## src/rtl/axi_lite_master_if.sv

```systemverilog
`timescale 1ns/1ps
`default_nettype none
// ---------------------------------------------------------------------------
// axi_lite_master_if : command/response handshake plus AXI4-Lite master bus
// Rev 1.0
// ---------------------------------------------------------------------------
interface axi_lite_master_if #(
  parameter int ADDR_W = 32,
  parameter int DATA_W = 32
);
  localparam int STRB_W = DATA_W / 8;

  logic              cmd_valid;
  logic              cmd_ready;
  logic              cmd_write;
  logic [ADDR_W-1:0] cmd_addr;
  logic [DATA_W-1:0] cmd_wdata;
  logic [STRB_W-1:0] cmd_wstrb;

  logic              rsp_valid;
  logic              rsp_ready;
  logic              rsp_write;
  logic [1:0]        rsp_resp;
  logic [DATA_W-1:0] rsp_rdata;

  logic [ADDR_W-1:0] awaddr;
  logic              awvalid;
  logic              awready;
  logic [DATA_W-1:0] wdata;
  logic [STRB_W-1:0] wstrb;
  logic              wvalid;
  logic              wready;
  logic [1:0]        bresp;
  logic              bvalid;
  logic              bready;
  logic [ADDR_W-1:0] araddr;
  logic              arvalid;
  logic              arready;
  logic [DATA_W-1:0] rdata;
  logic [1:0]        rresp;
  logic              rvalid;
  logic              rready;

  modport master (
    input  cmd_valid, cmd_write, cmd_addr, cmd_wdata, cmd_wstrb,
    output cmd_ready,
    output rsp_valid, rsp_write, rsp_resp, rsp_rdata,
    input  rsp_ready,
    output awaddr, awvalid, wdata, wstrb, wvalid, bready, araddr, arvalid, rready,
    input  awready, wready, bresp, bvalid, arready, rdata, rresp, rvalid
  );

  modport slave (
    output cmd_valid, cmd_write, cmd_addr, cmd_wdata, cmd_wstrb,
    input  cmd_ready,
    input  rsp_valid, rsp_write, rsp_resp, rsp_rdata,
    output rsp_ready,
    input  awaddr, awvalid, wdata, wstrb, wvalid, bready, araddr, arvalid, rready,
    output awready, wready, bresp, bvalid, arready, rdata, rresp, rvalid
  );
endinterface
`default_nettype wire

```

## src/rtl/axi_lite_master.sv

```systemverilog
`timescale 1ns/1ps
`default_nettype none
// ---------------------------------------------------------------------------
// axi_lite_master : single-outstanding AXI4-Lite initiator, one beat per command
// Rev 1.0
// ---------------------------------------------------------------------------
module axi_lite_master #(
  parameter int ADDR_W = 32,
  parameter int DATA_W = 32
) (
  input logic               clk,
  input logic               rst_n,
  axi_lite_master_if.master bus
);
  localparam int STRB_W = DATA_W / 8;

  typedef enum logic [2:0] {
    IDLE   = 3'd0,
    W_REQ  = 3'd1,
    W_RESP = 3'd2,
    R_REQ  = 3'd3,
    R_DATA = 3'd4,
    RSP    = 3'd5
  } state_t;

  state_t            state;
  logic [ADDR_W-1:0] addr;
  logic [DATA_W-1:0] wdata_q;
  logic [STRB_W-1:0] wstrb_q;
  logic              wr;
  logic              aw_done;
  logic              w_done;
  logic              aw_fin;
  logic              w_fin;

  assign bus.awaddr = addr;
  assign bus.araddr = addr;
  assign bus.wdata  = wdata_q;
  assign bus.wstrb  = wstrb_q;

  // A channel counts as finished if it handshook earlier or is handshaking now
  assign aw_fin = aw_done | (bus.awvalid & bus.awready);
  assign w_fin  = w_done  | (bus.wvalid  & bus.wready);

  always_ff @(posedge clk or negedge rst_n) begin
    if (!rst_n) begin
      state         <= IDLE;
      addr          <= '0;
      wdata_q       <= '0;
      wstrb_q       <= '0;
      wr            <= 1'b0;
      aw_done       <= 1'b0;
      w_done        <= 1'b0;
      bus.cmd_ready <= 1'b0;
      bus.awvalid   <= 1'b0;
      bus.wvalid    <= 1'b0;
      bus.bready    <= 1'b0;
      bus.arvalid   <= 1'b0;
      bus.rready    <= 1'b0;
      bus.rsp_valid <= 1'b0;
      bus.rsp_write <= 1'b0;
      bus.rsp_resp  <= 2'b00;
      bus.rsp_rdata <= '0;
    end else begin
      case (state)
        IDLE: begin
          if (bus.cmd_ready && bus.cmd_valid) begin
            bus.cmd_ready <= 1'b0;
            addr          <= bus.cmd_addr;
            wdata_q       <= bus.cmd_wdata;
            wstrb_q       <= bus.cmd_wstrb;
            wr            <= bus.cmd_write;
            aw_done       <= 1'b0;
            w_done        <= 1'b0;
            if (bus.cmd_write) begin
              bus.awvalid <= 1'b1;
              bus.wvalid  <= 1'b1;
              state       <= W_REQ;
            end else begin
              bus.arvalid <= 1'b1;
              state       <= R_REQ;
            end
          end else begin
            bus.cmd_ready <= 1'b1;
          end
        end

        W_REQ: begin
          if (bus.awvalid && bus.awready) begin
            bus.awvalid <= 1'b0;
            aw_done     <= 1'b1;
          end
          if (bus.wvalid && bus.wready) begin
            bus.wvalid <= 1'b0;
            w_done     <= 1'b1;
          end
          if (aw_fin && w_fin) begin
            bus.bready <= 1'b1;
            state      <= W_RESP;
          end
        end

        W_RESP: begin
          if (bus.bvalid && bus.bready) begin
            bus.bready    <= 1'b0;
            bus.rsp_resp  <= bus.bresp;
            bus.rsp_rdata <= '0;
            bus.rsp_write <= wr;
            bus.rsp_valid <= 1'b1;
            state         <= RSP;
          end
        end

        R_REQ: begin
          if (bus.arvalid && bus.arready) begin
            bus.arvalid <= 1'b0;
            bus.rready  <= 1'b1;
            state       <= R_DATA;
          end
        end

        R_DATA: begin
          if (bus.rvalid && bus.rready) begin
            bus.rready    <= 1'b0;
            bus.rsp_resp  <= bus.rresp;
            bus.rsp_rdata <= bus.rdata;
            bus.rsp_write <= wr;
            bus.rsp_valid <= 1'b1;
            state         <= RSP;
          end
        end

        RSP: begin
          if (bus.rsp_ready) begin
            bus.rsp_valid <= 1'b0;
            bus.cmd_ready <= 1'b1;
            state         <= IDLE;
          end
        end

        default: state <= IDLE;
      endcase
    end
  end
endmodule
`default_nettype wire

```

## src/flat_wrapper.sv

```systemverilog
// flat-port wrapper written by rule: the top's interface ports become plain ports
module axi_lite_master_flat 
#(
  parameter int ADDR_W = 32,
  parameter int DATA_W = 32
)
  (clk, rst_n, bus_cmd_valid, bus_cmd_write, bus_cmd_addr, bus_cmd_wdata, bus_cmd_wstrb, bus_cmd_ready, bus_rsp_valid, bus_rsp_write, bus_rsp_resp, bus_rsp_rdata, bus_rsp_ready, bus_awaddr, bus_awvalid, bus_wdata, bus_wstrb, bus_wvalid, bus_bready, bus_araddr, bus_arvalid, bus_rready, bus_awready, bus_wready, bus_bresp, bus_bvalid, bus_arready, bus_rdata, bus_rresp, bus_rvalid);
  axi_lite_master_if #(.ADDR_W(ADDR_W), .DATA_W(DATA_W)) bus_i ();
  input logic clk;
  input logic rst_n;
  input wire logic [$bits(bus_i.cmd_valid)-1:0] bus_cmd_valid;
  input wire logic [$bits(bus_i.cmd_write)-1:0] bus_cmd_write;
  input wire logic [$bits(bus_i.cmd_addr)-1:0] bus_cmd_addr;
  input wire logic [$bits(bus_i.cmd_wdata)-1:0] bus_cmd_wdata;
  input wire logic [$bits(bus_i.cmd_wstrb)-1:0] bus_cmd_wstrb;
  output wire logic [$bits(bus_i.cmd_ready)-1:0] bus_cmd_ready;
  output wire logic [$bits(bus_i.rsp_valid)-1:0] bus_rsp_valid;
  output wire logic [$bits(bus_i.rsp_write)-1:0] bus_rsp_write;
  output wire logic [$bits(bus_i.rsp_resp)-1:0] bus_rsp_resp;
  output wire logic [$bits(bus_i.rsp_rdata)-1:0] bus_rsp_rdata;
  input wire logic [$bits(bus_i.rsp_ready)-1:0] bus_rsp_ready;
  output wire logic [$bits(bus_i.awaddr)-1:0] bus_awaddr;
  output wire logic [$bits(bus_i.awvalid)-1:0] bus_awvalid;
  output wire logic [$bits(bus_i.wdata)-1:0] bus_wdata;
  output wire logic [$bits(bus_i.wstrb)-1:0] bus_wstrb;
  output wire logic [$bits(bus_i.wvalid)-1:0] bus_wvalid;
  output wire logic [$bits(bus_i.bready)-1:0] bus_bready;
  output wire logic [$bits(bus_i.araddr)-1:0] bus_araddr;
  output wire logic [$bits(bus_i.arvalid)-1:0] bus_arvalid;
  output wire logic [$bits(bus_i.rready)-1:0] bus_rready;
  input wire logic [$bits(bus_i.awready)-1:0] bus_awready;
  input wire logic [$bits(bus_i.wready)-1:0] bus_wready;
  input wire logic [$bits(bus_i.bresp)-1:0] bus_bresp;
  input wire logic [$bits(bus_i.bvalid)-1:0] bus_bvalid;
  input wire logic [$bits(bus_i.arready)-1:0] bus_arready;
  input wire logic [$bits(bus_i.rdata)-1:0] bus_rdata;
  input wire logic [$bits(bus_i.rresp)-1:0] bus_rresp;
  input wire logic [$bits(bus_i.rvalid)-1:0] bus_rvalid;
  assign bus_i.cmd_valid = bus_cmd_valid;
  assign bus_i.cmd_write = bus_cmd_write;
  assign bus_i.cmd_addr = bus_cmd_addr;
  assign bus_i.cmd_wdata = bus_cmd_wdata;
  assign bus_i.cmd_wstrb = bus_cmd_wstrb;
  assign bus_cmd_ready = bus_i.cmd_ready;
  assign bus_rsp_valid = bus_i.rsp_valid;
  assign bus_rsp_write = bus_i.rsp_write;
  assign bus_rsp_resp = bus_i.rsp_resp;
  assign bus_rsp_rdata = bus_i.rsp_rdata;
  assign bus_i.rsp_ready = bus_rsp_ready;
  assign bus_awaddr = bus_i.awaddr;
  assign bus_awvalid = bus_i.awvalid;
  assign bus_wdata = bus_i.wdata;
  assign bus_wstrb = bus_i.wstrb;
  assign bus_wvalid = bus_i.wvalid;
  assign bus_bready = bus_i.bready;
  assign bus_araddr = bus_i.araddr;
  assign bus_arvalid = bus_i.arvalid;
  assign bus_rready = bus_i.rready;
  assign bus_i.awready = bus_awready;
  assign bus_i.wready = bus_wready;
  assign bus_i.bresp = bus_bresp;
  assign bus_i.bvalid = bus_bvalid;
  assign bus_i.arready = bus_arready;
  assign bus_i.rdata = bus_rdata;
  assign bus_i.rresp = bus_rresp;
  assign bus_i.rvalid = bus_rvalid;
  axi_lite_master #(.ADDR_W(ADDR_W), .DATA_W(DATA_W)) u_core (.clk(clk), .rst_n(rst_n), .bus(bus_i));
endmodule
```

## config.mk

```make
export PLATFORM = sky130hd
export DESIGN_NAME = axi_lite_master_flat
export DESIGN_NICKNAME = d
export VERILOG_FILES = /design/src/rtl/axi_lite_master_if.sv /design/src/rtl/axi_lite_master.sv /design/src/flat_wrapper.sv
export SDC_FILE = /design/constraint.sdc
export NUM_CORES = 1
export LEC_CHECK = 0
export ABC_AREA = 0
export BUFFER_PORTS_ARGS = -buffer_cell sky130_fd_sc_hd__buf_2
export CAP_MARGIN = 30
export CORE_MARGIN = 2
export CORE_UTILIZATION = 47
export DETAILED_ROUTE_END_ITERATION = 10
export PLACE_DENSITY = 0.88
export SLEW_MARGIN = 20
export SYNTH_ARGS = -nofsm -noshare
export SYNTH_HDL_FRONTEND = slang
export SYNTH_SLANG_ARGS = --single-unit
```

## constraint.sdc

```tcl
create_clock -name clk -period 2.3 [get_ports clk]
set_clock_uncertainty 0.15 [all_clocks]
set_input_delay 0.69 -clock clk [delete_from_list [all_inputs] [get_ports clk]]
set_output_delay 0.69 -clock clk [all_outputs]
set_load 0.02 [all_outputs]
```

; ---- Word level (Yosys, flattened, before mapping)
; Cells that the tools add are included.
[word_totals]
output_inout_bits = 142
elab_cells = 108
reg_bits = 116
input_bits = 114
[classes]
n_reduce_logical = 27
bitwise = 4
eq_ne = 15
mux = 45
[ops]
columns = op, count
row1 = $mux W32, 2
row2 = $pmux W32 S2, 1
row3 = $mux W1, 21
row4 = $mux W3, 6
row5 = $pmux W1 S2, 9
row6 = $pmux W3 S6, 1
row7 = $reduce_and A4 Y1, 4
row8 = $reduce_and A3 Y1, 5
row9 = $ne A2 B1 Y1 const B, 7
row10 = $reduce_bool A2 Y1, 6
row11 = $logic_and A1 B1 Y1, 7
row12 = $eq A3 B2 Y1 const B, 2
row13 = $eq A3 B3 Y1 const B, 2
row14 = $mux W2, 3
row15 = $ne A2 B2 Y1 const B, 3
row16 = $reduce_and A6 Y1, 1
row17 = $pmux W2 S2, 1
row18 = $reduce_and A2 Y1, 2
row19 = $eq A3 B1 Y1 const B, 1
row20 = $logic_not A3 Y1, 1
row21 = $pmux W1 S3, 1
row22 = $reduce_bool A3 Y1, 1
row23 = $and A1 B1 Y1, 2
row24 = $or A1 B1 Y1, 2

; ---- Logic depth before layout (Yosys ltp)
; Gate-level depths: netlist (run 1).
[depth]
word_depth = 5
depth_mapped = 7
mapped_depth_nobuf = 4

; ---- Worst setup path after synthesis (run 1)
; No wires, ideal clock.
[synth_path]
path_type = flip-flop to flip-flop
startpoint = register u_core.state[1]
endpoint = register u_core.addr[0] (netlist: u_core.bus.araddr[0])
required_ps = 2025
slack_ps = 497
stages_incl_launch_ff = 7
synth_period_minus_slack_ps = 1803
n_path_buf = 3
t_arrival_ps = 1528
setup_ps = 125
cell_sequence = dfrtp_1 buf_6 nor3_4 and3_4 buf_12 buf_12 mux2_4
[synth_between]
elab_chain_cells = 2
[synth_lines]
columns = item, line_no
row1 = start: declaration, axi_lite_master.sv:26  ; state_t state;
row2 = start signal: assignment, axi_lite_master.sv:47  ; state <= IDLE;
row3 = start signal: assignment, axi_lite_master.sv:78  ; state <= W_REQ;
row4 = start signal: assignment, axi_lite_master.sv:81  ; state <= R_REQ;
row5 = $logic_not A3 Y1, axi_lite_master.sv:65  ; case (state)
row6 = $reduce_and A2 Y1 (no line), -
row7 = end signal: assignment, axi_lite_master.sv:69  ; addr <= bus.cmd_addr;
row8 = end: declaration, axi_lite_master.sv:27  ; logic [ADDR_W-1:0] addr;
; No other way between the ends.
; A chain may end at the register's enable or synchronous reset.

; ---- Final worst setup path (run 1)
[layout_path]
startpoint = register u_core.state[1]
endpoint = register u_core.bus.rsp_rdata[24]
[layout_between]
elab_chain_cells = 3
elab_cells_between_ends = 7
cone_classes = eq/ne: 4 / mux: 1 / reduce/logical: 2
[layout_lines]
columns = item, line_no
row1 = $eq A3 B3 Y1 / $eq A3 B2 Y1 (equally long branches), axi_lite_master.sv:65
row2 = $ne A2 B1 Y1 (no line) / $reduce_bool A2 Y1 (equally long branches), -
row3 = $reduce_and A3 Y1 (no line), -
row4 = end signal: assignment, axi_lite_master.sv:126  ; bus.rsp_rdata <= bus.rdata;
row5 = end: declaration, axi_lite_master_if.sv:47  ; output rsp_valid, rsp_write, rsp_resp, rsp_rdata,
; Several ways; a longest one is shown, not always the timed one.

==> reports/summary.md, run 1 <==
The flow ran to the end, and the final reports show no timing, DRC or antenna violations. The delay of the slowest cell on the worst path came out at 0.52 ns. Sequential-to-total area share from yosys stat: 0.533. For the area enclosed by the die boundary, the log shows 12500 um2. The post-route minimum period works out to 2.13 ns. The layout cell share with drive strength beyond 1 was 0.594.

Summed over all cells, the static leakage comes to 3.71 nW. Summed over all layers, the routed wires come to 12.4 mm. The first global-routing pass estimated 20.2 mm of wire. The die is 112 um tall. The library cells used most frequently in the layout, excluding fill and tap cells, are 254 x sky130_fd_sc_hd__buf_2, 115 x sky130_fd_sc_hd__dfrtp_1, 65 x sky130_fd_sc_hd__mux2_4, 45 x sky130_fd_sc_hd__nand2_1, 36 x sky130_fd_sc_hd__inv_1. The total overflow left after global routing is 0.

In this run the power density over the cells is 1680 nW/um2. The number of global-route vias before repair was 3958; the area of the mapped netlist was 5450 um2. The xor/xnor cell area share of the yosys netlist works out to 0.

TritonCTS built the clock tree. The tools report the number of vias in the routed layout as 3800. The max-slew headroom at the worst pin was 0.589. At the later pin of the worst-skew pair, clock insertion delay measures 0.41 ns. The final max-slew violation count is 0. The type of element capturing the critical path was a flop. Adder-cell share of the synthesized area: 0.

For the number of setup violations in the final report, the log shows 0. The flop-to-flop setup slack is 0.17 ns, and the number of hold violations in the final report is 0. For the global-route total usage across every layer, the log shows 0.205. The main combinational cell family by area after synthesis was multiplexers. The logs give 510 for the number of nets produced by synthesis and 116 for the number of sinks driven by the clock tree.

The mux contribution to synthesized area was 0.259. For the pin with the worst max-slew slack, the measured transition is 0.616 ns. Counting along the longest clock path gives a buffer depth of 2.

After routing, the total negative slack on setup checks comes to 0 ns. Clock-pin slew was measured on the worst setup and hold paths at 0.05 ns. The Yosys step of the flow raised 0 warnings. The cell count after placement was 761. For this run, design rule violations remaining after detail routing come to 0. The first routing iteration left 179 violations. The kind of critical path is reg -> reg. For the worst-case vdd ir drop, the log shows 1.05 mV.

After the flow finishes, the layout carries non-filler instances totaling 793. For this design, the slowest cell found on the critical path is sky130_fd_sc_hd__dfrtp_1. Pin placement for this block handled 256 I/O pins.

The proportion of synthesized flip-flops having asynchronous set or reset was 1.00; the initial antenna violation count was 0. 0 antenna diodes ended up in the layout. For the worst setup path, the data arrival time is 2.30 ns. Routability-driven placement finished with a final weighted congestion of 0.850. Clock tree synthesis inserted a total of 17 buffers. For the number of nets in the layout, the log shows 751.

The region available for standard cell placement spans 11400 um2. The die is 112 um wide. At the worst endpoint, the required time is 2.47 ns. STA classifies the critical path startpoint as a flop. Entering global routing, the biggest net connects 117 pins. The area growth from synthesis to layout is 32.2%.

The synthesized area per cell was 13.8 um2; the number of unique standard cell types used by synthesis was 33. The post-synthesis instance total came out at 396. The average via count per standard cell was 4.79. The average detailed-routed wire length per instance came out at 15.7 um.

The final critical-path share of the clock period was 0.924. The number of input and output port buffers inserted works out to 255. The flop and latch count out of synthesis came out at 116. The largest delay contributor family on the critical path is flip-flops. The row count was 39. The tools report the antenna violation net count after detailed routing as 0. Buffer cell driving the clock tree root: sky130_fd_sc_hd__clkbuf_16. The fraction of the mapped netlist area in simple logic gates is 0.0583.

The top flip-flop cell by instance count after synthesis is sky130_fd_sc_hd__dfrtp_1. The path class of the tightest hold or removal check is in -> async. For the initial standard-cell utilization of the core, the log shows 0.479. Together, buffers and inverters on the worst path number 2. Timing would allow up to 0.470 GHz. The detailed placement HPWL was 9.06 mm. The commonest non-fill, non-tap cell in the layout was sky130_fd_sc_hd__buf_2. The signal on the critical path passes through nor2b_4, a31oi_1, a211oi_4, buf_12, buf_4, mux2i_1. The number of flops mapped to enable cells by yosys works out to 0. The tool flagged a number of max-cap violations equal to 0.

The highest net fanout along the worst path is 31, and the level count of the clock H-tree is 4. The fraction of the mapped netlist area in compound gates came out at 0.0294. The total power of the final layout is 12.1 mW.

The first TritonRoute pass finished after 6 iterations. Setup repair after global routing left no endpoint under its margin.
state kept, by name, summed over array words and instances (netlist names), 2 cells and up:
register and count:
u_core.bus.araddr 32, u_core.bus.rsp_rdata 32, u_core.bus.wdata 32, u_core.bus.wstrb 4, u_core.state 3, u_core.bus.rsp_resp 2
cells in the mapped netlist (all sizes together) (2+ instances only):
| cell | count | area share |
|---|---|---|
| a31oi | 5 | 0.0069 |
| mux2i | 32 | 0.059 |
| mux2 | 75 | 0.20 |
| a21oi | 6 | 0.0062 |
| a211oi | 3 | 0.0051 |
| nor2 | 8 | 0.0055 |
| inv | 37 | 0.025 |
| nand4 | 2 | 0.0034 |
| nor2b | 3 | 0.0048 |
| nor3 | 2 | 0.0060 |
| dfrtp | 116 | 0.53 |
| buf | 50 | 0.096 |
| nand2 | 45 | 0.031 |
| o21ai | 4 | 0.0037 |
cell type report:
type	count	area, um2
Fill cell	865	4170
Sequential cell	116	2900
Multi-Input combinational cell	193	1890
Timing Repair Buffer	272	1440
Clock buffer	22	494
Tap cell	143	179
Clock inverter	10	150
Inverter	37	139
routing by layer:
| layer | track usage | wire length (um) | share of wire |
|---|---|---|---|
| met4 | 0.0864 | 335 | 0.027 |
| met5 | 0 | 0 | 0 |
| met1 | 0.230 | 4690 | 0.38 |
| met2 | 0.363 | 6640 | 0.53 |
| met3 | 0.0610 | 779 | 0.063 |
report_power, final:
part,switching [mW],internal (mW)
registers,0.690,3.03
logic,3.12,2.45
clock network,0.896,1.94
total,4.71,7.42
logic make-up after synthesis:
group	after synthesis
compound gates	22
buf+inv	87
flops	116
mux	107
simple gates	64
metrics by stage:
stage / hold WS, ns / cell area [um2] / setup slack, ns / util
after floorplan: 0.244 / 5450 / 0.497 / -
after global placement: 0.317 / 6560 / 0.199 / 0.577
final: 0.209 / 7200 / 0.174 / 0.634
after CTS: 0.244 / 7200 / 0.0770 / 0.634
after detailed placement: 0.319 / 6560 / 0.0850 / 0.577
after global routing: 0.253 / 7200 / 0.0656 / 0.634
worst paths after layout:
kind                                        start                       end  cells after the start
setup reg to reg                  u_core.state[1]  u_core.bus.rsp_rdata[24]                      6
max in group asynchronous                   rst_n        u_core.bus.awvalid                      2
setup / recovery                  u_core.state[1]  u_core.bus.rsp_rdata[24]                      6
min in group clk           u_core.bus.rsp_resp[0]    u_core.bus.rsp_resp[0]                      1
hold reg to reg            u_core.bus.rsp_resp[0]    u_core.bus.rsp_resp[0]                      1
hold / removal                              rst_n     u_core.bus.araddr[11]                      2
what timing repair did:
item | in CTS | in global routing
hold buffers | 0 | 0
endpoints found under the hold margin | 0 | 0
setup buffers | 0 | 0
gates resized for setup | 0 | 1
endpoints found under the setup margin | 0 | 8
(Power assumes the default switching activity.)
==> run 2, diff against run 1 <==
--- a/config.mk
+++ b/config.mk
@@ -11,7 +11,7 @@
 export CORE_MARGIN = 2
 export CORE_UTILIZATION = 47
 export DETAILED_ROUTE_END_ITERATION = 10
-export PLACE_DENSITY = 0.88
+export PLACE_DENSITY = 0.81
 export SLEW_MARGIN = 20
 export SYNTH_ARGS = -nofsm -noshare
 export SYNTH_HDL_FRONTEND = slang
==> run 2 against run 1 <==
  * Utilization is 0.69 points lower
  * Via count is 0.24% lower
  * Power is 3.1% lower
  * Sequential cell count stayed put
  * Critical endpoint is now u_core.bus.rsp_rdata[16]
==> reports/summary.md, run 2 (same netlist as run 1, synthesis figures left out) <==
The switching share of power was 0.394; the y dimension of the die was 112 um. The number of search-and-repair iterations in the first detailed-routing pass came out at 4. The tools report the number of sinks driven by the clock tree as 116. The number of input and output port buffers inserted is 255, and the final weighted congestion of routability-driven global placement is 0.875. The run gives 3.65 nW as the static leakage. The boundary pin count was 256; the average detailed-routed wire length per instance was 15.7 um. IR analysis of the VDD net gives a maximum drop of 1.16 mV. The critical path in this run is classified as reg -> reg. The pin count of the biggest net entering global routing was 54; the detailed placement HPWL was 9.19 mm. The combinational group share of total power came out at 0.471. The worst setup path is launched from a flop. In the routed design, unresolved DRC markers number 0. For the required arrival time at the worst endpoint, the log shows 2.47 ns.

Max-cap violations in this run came to 0. Layout cell share with drive strength beyond 1: 0.583. Row generation in the floorplan step produced 39 rows. The worst hold path belongs to the class in -> async. Summing all placed instances gives a cell area of 6560 um2.

In the layout the commonest cells are 254 x sky130_fd_sc_hd__buf_2, 115 x sky130_fd_sc_hd__dfrtp_1, 65 x sky130_fd_sc_hd__mux2_4, 45 x sky130_fd_sc_hd__nand2_1, 36 x sky130_fd_sc_hd__inv_1. For this design the total switching power over the nets is 4.63 mW. The tools report the max-slew headroom at the worst pin as 0.738. The detail route stage leaves a number of antenna-violating nets equal to 0. The ratio of total power to cell area was 1650 nW/um2; the post-layout instance area was 7130 um2.

Width of the chip: 112 um. Setup violations remaining at the end of the flow were counted as 0. The total power of the final layout is 11.8 mW. The clock share of power was 0.211; the number of diodes added for antenna fixing was 0. For this run, the top clock speed supported by timing is 0.466 GHz. At the pin with the least slew margin, the transition time is 0.392 ns. The highest net fanout along the worst path is 19.

The first-iteration detailed-routing DRC count is 237, and the arrival time at the worst endpoint is 2.31 ns. The number of global-route vias before repair was 4031. The later pin in the worst-skew pair is clocked with a latency of 0.40 ns.

The worst register-to-register path has a setup slack of 0.15 ns. Fill cells in the final layout number 905. TritonCTS built the clock tree. The run finished with clean final reports. Setup total negative slack on the finished layout was measured at 0 ns. TritonCTS created 17 clock buffers.

The number of setup buffers added after CTS was 0. Global-route total usage across every layer: 0.203. The tree is rooted in a sky130_fd_sc_hd__clkbuf_16. Setup repair after global routing left no endpoint under its margin. The final critical-path share of the clock period came out at 0.933. Buffers inserted to repair hold after CTS numbered 0. The routed design has 12.3 mm of wire.

The initial antenna violation count is 0, and the final max-slew violation count is 0. The global-route wire length before repair is 20.1 mm. The area enclosed by the die boundary was 12500 um2; the area of the placeable core was 11400 um2.

For the aggregate global routing overflow, the log shows 0. Detailed routing inserted a total of 3791 vias. The relative area change from synthesis to final layout came out at 30.8%. The run gives 0.479 as the initial standard-cell utilization of the core. Leaving out fill and tap cells, the most frequent cell in the layout is sky130_fd_sc_hd__buf_2. Subtracting the final worst setup slack from the clock period gives 2.15 ns. Type of element capturing the critical path: a flop. The count of instances resized after the clock tree is built is 0, and the proportion of power drawn by flip-flops and latches is 0.317.

The longest clock path from root to sink contains 2 buffers. The number of hold violations in the final report came out at 0. The H-tree was split into 4 levels.

The number of nets in the layout was 746. For the internal power component, the log shows 7.12 mW. Dividing the detail-routed via count by the number of cells gives 4.82. After clock tree synthesis, the clock-pin slew on the worst setup and hold paths is 0.05 ns.
-- run 2: cell types whose count changed in the layout (fill, tap and decap cells not counted) --
cell | previous run | this run
sky130_fd_sc_hd__buf_4 | 15 | 7
sky130_fd_sc_hd__buf_12 | 3 | 6
sky130_fd_sc_hd__clkbuf_8 | 5 | 6
sky130_fd_sc_hd__clkinv_2 | 6 | 1
sky130_fd_sc_hd__clkbuf_1 | 0 | 4
sky130_fd_sc_hd__bufinv_16 | 4 | 1
sky130_fd_sc_hd__clkinvlp_4 | 0 | 1
-- run 2: final cells by class --
| type | instances | area (um2) | share of cell area |
|---|---|---|---|
| Multi-Input combinational cell | 193 | 1890 | 0.266 |
| Sequential cell | 116 | 2900 | 0.408 |
| Clock inverter | 3 | 42.5 | 0.00597 |
| Timing Repair Buffer | 267 | 1440 | 0.203 |
| Tap cell | 143 | 179 | 0.0251 |
| Clock buffer | 27 | 523 | 0.0734 |
| Inverter | 37 | 139 | 0.0195 |
-- run 2: path summary, 6_finish.rpt --
path | start | to | depth (start not counted)
max | u_core.state[1] | u_core.bus.rsp_rdata[16] | 6
min | rst_n | u_core.bus.rsp_rdata[8] | 1
max reg2reg | u_core.state[1] | u_core.bus.rsp_rdata[16] | 6
min reg2reg | u_core.bus.rsp_write | u_core.bus.rsp_write | 1
max in group asynchronous | rst_n | u_core.state[2] | 2
min in group clk | u_core.bus.rsp_write | u_core.bus.rsp_write | 1
-- run 2: worst max-delay path: stages, from the launching register on --
cell and delay (ns):
sky130_fd_sc_hd__dfrtp_1 0.58, sky130_fd_sc_hd__nor2b_4 0.33, sky130_fd_sc_hd__a31oi_1 0.10, sky130_fd_sc_hd__a211oi_4 0.26
sky130_fd_sc_hd__buf_12 0.21, sky130_fd_sc_hd__buf_12 0.19, sky130_fd_sc_hd__mux2i_1 0.22
-- run 2: power by group through the flow --
| stage | sequential, mW | combinational, mW | clock, mW |
|---|---|---|---|
| floorplan | 4.78 | 3.24 | 0 |
| global placement | 3.68 | 5.47 | 0 |
| detailed placement | 3.74 | 5.56 | 0 |
| CTS | 3.73 | 5.59 | 2.54 |
| global route | 3.85 | 5.88 | 2.64 |
| finish | 3.73 | 5.54 | 2.48 |
-- run 2: per-stage QoR --
step                utilization  setup WS (ns)  instances  hold WS (ns)
floorplan                     -          0.497        396         0.244
global placement          0.577          0.260        756         0.316
detailed placement        0.577          0.142        756         0.321
CTS                       0.627          0.148        786        0.0115
global route              0.627         0.0412        786        0.0222
finish                    0.627          0.153        786        0.0237
-- run 2: layer usage --
layer  routed length [um]  GRT usage  part of all wire  vias to the layer above
li1                     -          -                 -                     1754
met1                 4980      0.240              0.40                     1845
met2                 6280      0.348              0.51                      163
met3                  722     0.0506             0.058                       29
met4                  361     0.0963             0.029                        0
met5                    0          0                 0                        -
==> run 3, diff against run 2 <==
==> constraint.sdc (replaced) <==
create_clock -name clk -period 2.4 [get_ports clk]
set_clock_uncertainty 0.15 [all_clocks]
set_input_delay 0.72 -clock clk [delete_from_list [all_inputs] [get_ports clk]]
set_output_delay 0.72 -clock clk [all_outputs]
set_load 0.02 [all_outputs]
==> run 3 against run 2 <==
  * Utilization is 0.29 points lower
  * Via count is 1.0% lower
  * Clock-buffer cell count is 3 lower
  * Sequential share of layout area is 0.17 points higher
  * Critical endpoint is now u_core.bus.rsp_rdata[31]
  * Sequential cell count stayed put
  * Routed wire length is 1.4% higher
  * Register-to-register slack hardly changed
  * Power is 3.9% lower
  * Global-route usage is 0.10 points higher
  * Setup slack better by 0.010 ns
==> reports/summary.md, run 3 (same netlist as run 1, synthesis figures left out) <==
The flow ran to the end, and the final reports show no timing, DRC or antenna violations. In this run the power spent charging and discharging nets is 4.45 mW. The number of global-route vias before repair came out at 3948. The number of vias in the routed layout is 3753. Setup repair after global routing left no endpoint under its margin. The initial standard-cell utilization of the core came out at 0.479. The detailed router finished its first iteration with 200 violations.

For the hold buffer count at cts, the log shows 0. Cell internal power was estimated by the tool at 6.84 mW. Highest layer used for signal routing: met4. The highest net fanout along the worst path is 30, and the number of sinks driven by the clock tree is 116. The later pin in the worst-skew pair is clocked with a latency of 0.40 ns.

0 antenna diodes ended up in the layout. The relative area change from synthesis to final layout is 30.2%. The critical path is of the reg -> reg type.

Type of element capturing the critical path: a flop. In this run the static leakage power is 3.64 nW. The final instance count without filler cells is 784. The arrival time at the worst endpoint is 2.41 ns.

The run gives 4.89 mm as the routed length on met1. Hold is met by 0.0862 ns. In this run the number of H-tree levels came out at 4. For the pin with the worst max-slew slack, the measured transition is 0.490 ns. The logs give 0 for the number of hold violations in the final report and 0.470 for the combinational group share of total power. The library cells used most frequently in the layout, excluding fill and tap cells, are 254 x sky130_fd_sc_hd__buf_2, 116 x sky130_fd_sc_hd__dfrtp_1, 65 x sky130_fd_sc_hd__mux2_4, 45 x sky130_fd_sc_hd__nand2_1, 36 x sky130_fd_sc_hd__inv_1. The run gives 0.204 as the global-route total usage across every layer. For the aggregate global routing overflow, the log shows 0. Counting the buffers created by CTS gives 17.

The net count of the finished layout is 745. The residual DRC count is 0, and the detailed placement HPWL is 9.24 mm. The setup TNS after final layout was 0 ns. The layout cell share with drive strength beyond 1 is 0.582, and the y dimension of the die is 112 um. Leaving out fill and tap cells, the most frequent cell in the layout is sky130_fd_sc_hd__buf_2. The first global-routing pass estimated 20.0 mm of wire. The clock share of power is 0.214, and the proportion of power drawn by flip-flops and latches is 0.317. The pre-antenna-repair detailed-routing pass consisted of 6 iterations.

The congestion estimate from routability-driven global placement came to 0.911. The root buffer cell chosen for the clock tree is sky130_fd_sc_hd__clkbuf_16. The ratio of total power to cell area was 1590 nW/um2.

The average detailed-routed wire length per instance is 16.0 um. The number of setup violations in the final report is 0. After detailed placement, the design holds a cell count of 755. In the final layout, the multi-input gates occupy 1890 um2. TritonCTS built the clock tree. The pin count of the biggest net entering global routing came out at 65. For the count of instances resized after the clock tree is built, the log shows 0. STA classifies the critical path startpoint as a flop.

The clock passes through at most 2 buffers. At the worst endpoint, the required time is 2.57 ns. The number of input and output port buffers inserted is 255, and the routed length on met2 is 6.73 mm.

The initial antenna violation count is 0. In this run the horizontal extent of the chip is 112 um. The switching share of power is 0.394, and the row count is 39.

The area of the placeable core is 11400 um2. The final max-slew violation count is 0, and the final routed wirelength across all metal layers is 12.5 mm. The final critical-path share of the clock period was 0.932; the worst-case vdd ir drop was 1.02 mV. The run gives 12500 um2 as the area enclosed by the die boundary.

256 I/O pins were placed. In the final layout, flip-flops and latches occupy 2900 um2. Count of fill cells added during filler insertion: 911.

The tightest min-delay check is of the in -> async type. The detail route stage leaves a number of antenna-violating nets equal to 0. Max-slew headroom at the worst pin: 0.673. The worst path in the final design needs a cycle of 2.24 ns, including I/O delays and setup. The maximum clock frequency is 0.447 GHz. The number of setup buffers added after CTS was 0; the average via count per standard cell was 4.79. Wire segments on met3 add up to 735 um in the final route.

The max-cap violation count came out at 0. Clock-pin slew was measured on the worst setup and hold paths at 0.05 ns.
==> run 3: metrics by stage <==
step	instance area (um2)	total power, mW	worst slack, ns	util
5_1_grt	7090	11.9	0.0320	0.624
3_3_place_gp	6530	8.73	0.292	0.574
6_report	7090	11.3	0.163	0.624
4_1_cts	7090	11.4	0.157	0.624
3_5_place_dp	6530	8.91	0.162	0.574
2_1_floorplan	5450	7.68	0.597	-
==> run 3: power by group through the flow <==
stage	clock, mW	sequential, mW	combinational (mW)
after CTS	2.46	3.58	5.35
after global placement	0	3.51	5.23
after floorplan	0	4.58	3.10
after global routing	2.56	3.69	5.62
final	2.41	3.58	5.30
after detailed placement	0	3.58	5.32
==> run 3: cell type report <==
cell class                      count  share of cell area
Clock buffer                       24              0.0693
Clock inverter                      5              0.0106
Inverter                           37              0.0196
Multi-Input combinational cell    193               0.267
Sequential cell                   116               0.409
Tap cell                          143              0.0252
Timing Repair Buffer              266               0.199
==> run 3: routing by layer <==
layer  global-route usage  vias up
met4               0.0642        0
met2                0.364      148
met1                0.236     1853
met3               0.0610       11
met5                    0        -
li1                     -     1741
==> run 3: final timing paths <==
path	startpoint	end	slack (ns)	depth (start not counted)
setup / recovery	u_core.state[2]	u_core.bus.rsp_rdata[31]	0.16	6
hold / removal	rst_n	u_core.bus.rsp_rdata[14]	0.09	1
setup reg to reg	u_core.state[2]	u_core.bus.rsp_rdata[31]	0.16	6
hold reg to reg	u_core.bus.rsp_resp[1]	u_core.bus.rsp_resp[1]	0.34	1
max in group asynchronous	rst_n	u_core.bus.wstrb[3]	1.33	2
min in group clk	u_core.bus.rsp_resp[1]	u_core.bus.rsp_resp[1]	0.34	1
==> run 3: worst max-delay path, cell delays in order, from the launching register on <==
cell	delay (ns)
sky130_fd_sc_hd__dfrtp_1	0.64
sky130_fd_sc_hd__nor2b_1	0.25
sky130_fd_sc_hd__a31oi_1	0.15
sky130_fd_sc_hd__a211oi_4	0.27
sky130_fd_sc_hd__buf_12	0.26
sky130_fd_sc_hd__buf_4	0.22
sky130_fd_sc_hd__mux2i_1	0.21
